==> config.mk <==
export PLATFORM = sky130hd
export DESIGN_NAME = add_acc_pipe
export DESIGN_NICKNAME = d
export VERILOG_FILES = /design/src/rtl/add_acc_pipe.sv
export SDC_FILE = /design/constraint.sdc
export NUM_CORES = 1
export LEC_CHECK = 0
export CAP_MARGIN = 10
export CORE_ASPECT_RATIO = 1.25
export CORE_UTILIZATION = 40
export DETAILED_ROUTE_END_ITERATION = 8
export DONT_BUFFER_PORTS = 1
export PLACE_DENSITY = 0.57
export SLEW_MARGIN = 5
export SYNTH_ARGS = -nofsm -noshare
export SYNTH_HDL_FRONTEND = slang
export SYNTH_SLANG_ARGS = --single-unit
==> constraint.sdc <==
create_clock -name clk -period 1.85 [get_ports clk]
set_input_delay 0.185 -clock clk [delete_from_list [all_inputs] [get_ports clk]]
set_output_delay 0.185 -clock clk [all_outputs]
set_load 0.03 [all_outputs]
==> src/rtl/add_acc_pipe.sv <==
// Registered unsigned adder/accumulator with wrap or saturate overflow.
// One result per accepted transfer behind a valid/ready output register.
module add_acc_pipe #(
    parameter int WIDTH = 8,
    parameter bit SAT   = 1'b0
) (
    input  logic             clk,
    input  logic             rst,
    input  logic             clr,
    input  logic             mode,
    input  logic             in_valid,
    output logic             in_ready,
    input  logic [WIDTH-1:0] in1,
    input  logic [WIDTH-1:0] in2,
    output logic             out_valid,
    input  logic             out_ready,
    output logic [WIDTH-1:0] out1,
    output logic             ovf,
    output logic             ovf_sticky
);

    localparam int SW = WIDTH + 2;

    logic [WIDTH-1:0] acc;
    logic [WIDTH-1:0] a;
    logic [SW-1:0]    s;
    logic [WIDTH-1:0] r;
    logic             o;
    logic             accept;

    assign in_ready = !out_valid || out_ready;
    assign accept   = in_valid && in_ready;

    // Two guard bits hold the worst-case three-operand sum.
    always_comb begin
        a = clr ? '0 : acc;
        s = {2'b00, in1} + {2'b00, in2};
        if (mode)
            s = s + {2'b00, a};
        o = |s[SW-1:WIDTH];
        r = s[WIDTH-1:0];
        if (o && SAT)
            r = '1;
    end

    always_ff @(posedge clk or posedge rst) begin
        if (rst) begin
            out_valid  <= 1'b0;
            out1       <= '0;
            ovf        <= 1'b0;
            ovf_sticky <= 1'b0;
            acc        <= '0;
        end else begin
            if (accept) begin
                out1      <= r;
                ovf       <= o;
                out_valid <= 1'b1;
            end else if (out_ready) begin
                out_valid <= 1'b0;
            end

            if (accept && mode)
                acc <= r;
            else if (clr)
                acc <= '0;

            // An overflow accepted alongside clr still records.
            ovf_sticky <= (clr ? 1'b0 : ovf_sticky) | (accept & o);
        end
    end

endmodule
# After elaboration in Yosys (flattened, before gate mapping)
# Cells that the tools add are included.
[op_classes]
reduce_logical = 6
addsub = 2
bitwise = 2
n_mux = 6
[ops]
columns = ["op", "n"]
rows = [
  ["8-bit two-way mux", 2],
  ["9-bit by 8-bit adder with 10-bit output", 1],
  ["10-bit two-way mux", 1],
  ["8-bit by 8-bit adder with 9-bit output", 1],
  ["1-bit two-way mux", 3],
  ["1-bit logical AND", 2],
  ["2-bit nonzero test", 1],
  ["2-bit OR reduction", 1],
  ["1-bit bitwise AND", 1],
  ["1-bit zero test", 1],
  ["1-bit logical OR", 1],
  ["1-bit OR", 1],
]
[word_totals]
ff_bits = 19
output_inout_bits = 12
input_bits = 22
wordCells = 21

# Longest topological paths before layout
[depth]
depth_word = 6
depth_mapped = 11
depth_no_buf = 11

# Worst setup path before layout
# OpenSTA, ideal clock, no wires.
[synth_timing]
path_kind = "input to register"
from = "in in1[0]"
to = "reg ovf"
arrival_time_ps = 2444
required_ps = 1717
setup_time_ps = 133
path_slack_ps = -727
path_buffers = 0
cell_stages = 11
cell_sequence = "ha_1 > fa_1 > a21o_1 > a21oi_1 > xnor2_1 > ha_1 > o211ai_1 > o21ai_0 > o221ai_1 > nor4_1 > o21ai_0"
[synth_via]
elab_chain_cells = 4
[synth_rtl]
columns = ["item", "line", "rtl"]
rows = [
  ["from (decl)", "13", "input logic [WIDTH-1:0] in1,"],
  ["8-bit by 8-bit adder with 9-bit output *", "37", "s = {2'b00, in1} + {2'b00, in2};"],
  ["9-bit by 8-bit adder with 10-bit output", "39", "s = s + {2'b00, a};"],
  ["10-bit two-way mux *", "38", "if (mode)"],
  ["2-bit OR reduction *", "40", "o = |s[SW-1:WIDTH];"],
  ["to (signal assigned)", "56", "ovf <= o;"],
  ["to (decl)", "18", "output logic ovf,"],
]
# Every way passes the cells marked *; elsewhere a longest branch is shown, timed or not.
# A chain may end at the register's enable or synchronous reset.

# Worst setup path in the final report
[layout_timing]
from = "in in2[0]"
to = "reg out1[7]"
[layout_via]
elab_chain_cells = 3
[layout_rtl]
columns = ["item", "line", "rtl"]
rows = [
  ["from (decl)", "14", "input logic [WIDTH-1:0] in2,"],
  ["8-bit by 8-bit adder with 9-bit output *", "37", ""],
  ["9-bit by 8-bit adder with 10-bit output", "39", ""],
  ["10-bit two-way mux *", "38", ""],
  ["to (signal assigned)", "55", "out1 <= r;"],
  ["to (decl)", "17", "output logic [WIDTH-1:0] out1,"],
]
# Marks and branches as above.

==> summary.md <==
| Metric | Value |
|---|---|
| Run status | `finished, violations left` |
| Failing checks | `DRC, setup timing` |
| Largest family of logic cells by synthesized area | `compound AO/OA/AOI/OAI gates` |
| Post-synthesis compound-gate area fraction | `24.2%` |
| Cell Rows | `24` |
| CORE AREA | `3450 µm²` |
| Die width | `55.7 µm` |
| Longest Clk Path Bufs | `2` |
| Synth top area share | `33.0%` |
| Post-Synth Simple-Gate Area | `14.2%` |
| Total Wirelength | `3610 µm` |
| RSZ-0062 raised after global routing | `true` |
| Reg-to-reg critical path startpoint | `acc[1]$_DFF_PP0_` |
| Final core utilization | `59.7%` |
| Pin count of the biggest net entering global routing | `20` |
| VDD IR max | `0.000503 V` |
| Post-route setup slack | `-0.445 ns` |
| Post-Synthesis Cells | `148` |
| Clock sink total | `19` |
| Final period util | `124%` |
| HPWL Detailed | `2790 µm` |
| Fin crit period | `2.29 ns` |
| FF+latch count, synth | `19` |
| Post-Synth XOR/XNOR Area | `6.69%` |
| Syn nets | `189` |
| Share of cells above drive strength 1 | `43.2%` |
| Top post-synthesis cells by area | `dfrtp_1 (33%), ha_1 (15%), xnor2_1 (4.9%), a21o_1 (4.7%), nand2_1 (4.2%)` |
| Leakage | `0.958 nW` |
| Detailed-route via count | `1255` |
| Total CTS buffers | `3` |
| Endpoint class of the critical path | `flip-flop` |
| CTS H-tree depth | `1` |
| Number of setup violations in the final report | `10` |
| Power density cells | `824 nW/µm²` |
| Area Growth Syn to Fin | `43.2%` |
| DRT iter0 DRCs | `34` |
| WS Path Type | `in2reg` |
| Final Power | `1.70 mW` |
| Max-cap violations | `0` |
| Antenna Nets Post-Route | `0` |
| Critical path peak fanout | `5` |
| CTS root buf | `clkbuf_8` |
| Crit path DAT | `2.44 ns` |
| Fillcell total | `302` |
| Fin. max-slew vios | `0` |
| Synth Cell Area | `1440 µm²` |
| Worst Skew | `0.00357 ns` |
| Min Hold Slack | `0.0351 ns` |
| First-pass GRT wire length | `5930 µm` |
| Pre-antenna DRT Iters | `6` |
| F_max | `436 MHz` |
| Average size of a mapped cell | `9.73 µm²` |
| Residual DRC | `1` |
| Port Buffers | `0` |
| Clock Latency Late Sink | `0.26 ns` |
| Register area share after synthesis | `33.0%` |
| Die area | `3850 µm²` |
| Antenna Cells | `0` |
| Hold WC Path Type | `in2reg` |
| Die height | `69.1 µm` |
| Distinct cell type count after synthesis | `33` |
| Synth area leader | `dfrtp_1` |
| GRT Total Usage | `19.5%` |
| I/O pins | `34` |
| Multiplexer area fraction after synthesis | `2.95%` |
| Data required, critical path | `1.99 ns` |
| Wire per inst | `16.1 µm` |
| Setup TNS Final | `-2.73 ns` |
| CTS tree | `built` |
| Adder-Cell Fraction of Synth Area | `17.5%` |
| Placer Congestion | `0.839` |
| Clk slew on worst S/H paths | `0.07 ns` |
| Final net count | `227` |
| Synth warn | `0` |
| Critical Path Source Type | `input port` |
| Avg Vias per Cell | `5.60` |
| Least-Margin Pin Slew | `0.706 ns` |
| Slew HR | `52.9%` |
| Final Hold Fails | `0` |
| Via count of the first global-routing pass | `1359` |
| Initial antenna violation count | `0` |
| Grt ovf | `0` |
| Starting Density | `41.7%` |
| CP Launch Point | `in2[0]` |
| HP Start | `clr` |
sequential cells by signal, indices dropped and copies added, names as in the netlist:
| signal | flops |
|---|---|
| acc | 8 |
| out1 | 8 |
| out_valid | 1 |
| ovf | 1 |
| ovf_sticky | 1 |
through the flow:
step	instances	worst slack [ns]	instance area (µm²)
2_1_floorplan	148	-0.512	1510
3_3_place_gp	213	-0.685	1770
3_5_place_dp	213	-0.766	1770
4_1_cts	223	-0.430	1930
5_1_grt	224	-0.541	2060
6_report	224	-0.445	2060
worst paths after layout:
check,endpoint,slack [ns],cells past startpoint
hold / removal,ovf_sticky$_DFF_PP0_,0.04,1
setup reg to reg,out1[7]$_DFFE_PP0P_,-0.20,8
max in group asynchronous,out_valid$_DFFE_PP0P_,0.92,2
min in group asynchronous,acc[3]$_DFF_PP0_,0.48,2
hold reg to reg,acc[0]$_DFF_PP0_,0.67,2
setup / recovery,out1[7]$_DFFE_PP0P_,-0.44,10
cell usage in the layout, fill, tap and decap left out, types with 2 or more instances in the layout:
cell and count:
a211oi_2 2, buf_6 2, o21ai_0 6, a21oi_2 5, buf_4 33, a21oi_1 4
o211ai_1 4, o21a_1 3, nor2b_2 2, nor2_1 2, xnor2_2 3, a21bo_2 3
nand3_1 3, a211oi_1 2, mux2_2 2, inv_1 2, xor2_1 2, clkbuf_8 3
mux2i_1 2, fa_2 2, ha_4 7, xnor2_1 5, nand2b_1 2, nand2_1 16
nor2b_1 6, dfrtp_1 19, a21o_1 9, o21ai_1 2, ha_1 9, o21ai_2 2
a221o_1 2
critical path: stages:
cell      delay (ns)
ha_4            0.14
fa_2            0.37
a211oi_2        0.29
o21ai_1         0.12
xor2_1          0.22
ha_1            0.32
and2_4          0.18
a211oi_4        0.25
nor3_2          0.08
a221o_1         0.27
cell families after synthesis:
family	Yosys count
AO/OA/AOI/OAI	50
XOR/XNOR	11
adder cells (fa/ha/maj)	19
buffers and inverters	5
flip-flops	19
multiplexers	4
AND/OR/NAND/NOR	40
synthesized netlist by cell type:
library cell,instances
fa_1,2
o211ai_1,4
mux2_2,2
xor2_1,3
xnor2_1,8
o211a_1,1
o21ai_0,10
o221ai_1,1
nor3_1,2
a21oi_1,10
or3_1,1
and2_1,1
dfrtp_1,19
o22ai_1,1
mux2i_1,2
nand3_1,4
ha_1,17
nor4_1,1
o32ai_2,1
and3_1,1
clkbuf_1,3
o21a_1,3
a211oi_1,5
inv_1,2
nor2b_2,1
a21bo_2,3
a21o_1,9
and4_4,1
a221o_1,2
nor2b_1,8
nor2_1,2
nand2b_1,2
nand2_1,16
final cells by class:
class / count / area [µm²] / share of cell area (%)
inverters: 2 / 7.51 / 0.364
repair buffers: 36 / 280 / 13.6
well taps: 39 / 48.8 / 2.37
multi-input cells: 124 / 1200 / 58.4
flip-flops and latches: 19 / 475 / 23.1
clock buffers: 4 / 45.0 / 2.18
layer usage:
layer / GRT usage [%] / wire, µm / vias to the layer above
li1: - / - / 618
met4: 8.61 / 66 / 0
met2: 35.7 / 1940 / 32
met3: 2.25 / 111 / 6
met1: 22.2 / 1490 / 599
met5: 0 / 0 / -
what timing repair did:
item                       4_1_cts  5_1_grt
setup endpoints to repair       12       12
hold endpoints to repair        19        0
setup buffers                    6        4
cloned                           0        0
hold buffers                     1        0
gates resized for setup         14       17
pin swaps                       21       28
power breakdown:
part | internal (mW) | leakage [nW] | switching [mW]
clock network | 0.153 | 0.0228 | 0.139
logic | 0.411 | 0.693 | 0.356
registers | 0.492 | 0.242 | 0.148
(Power assumes the default switching activity.)
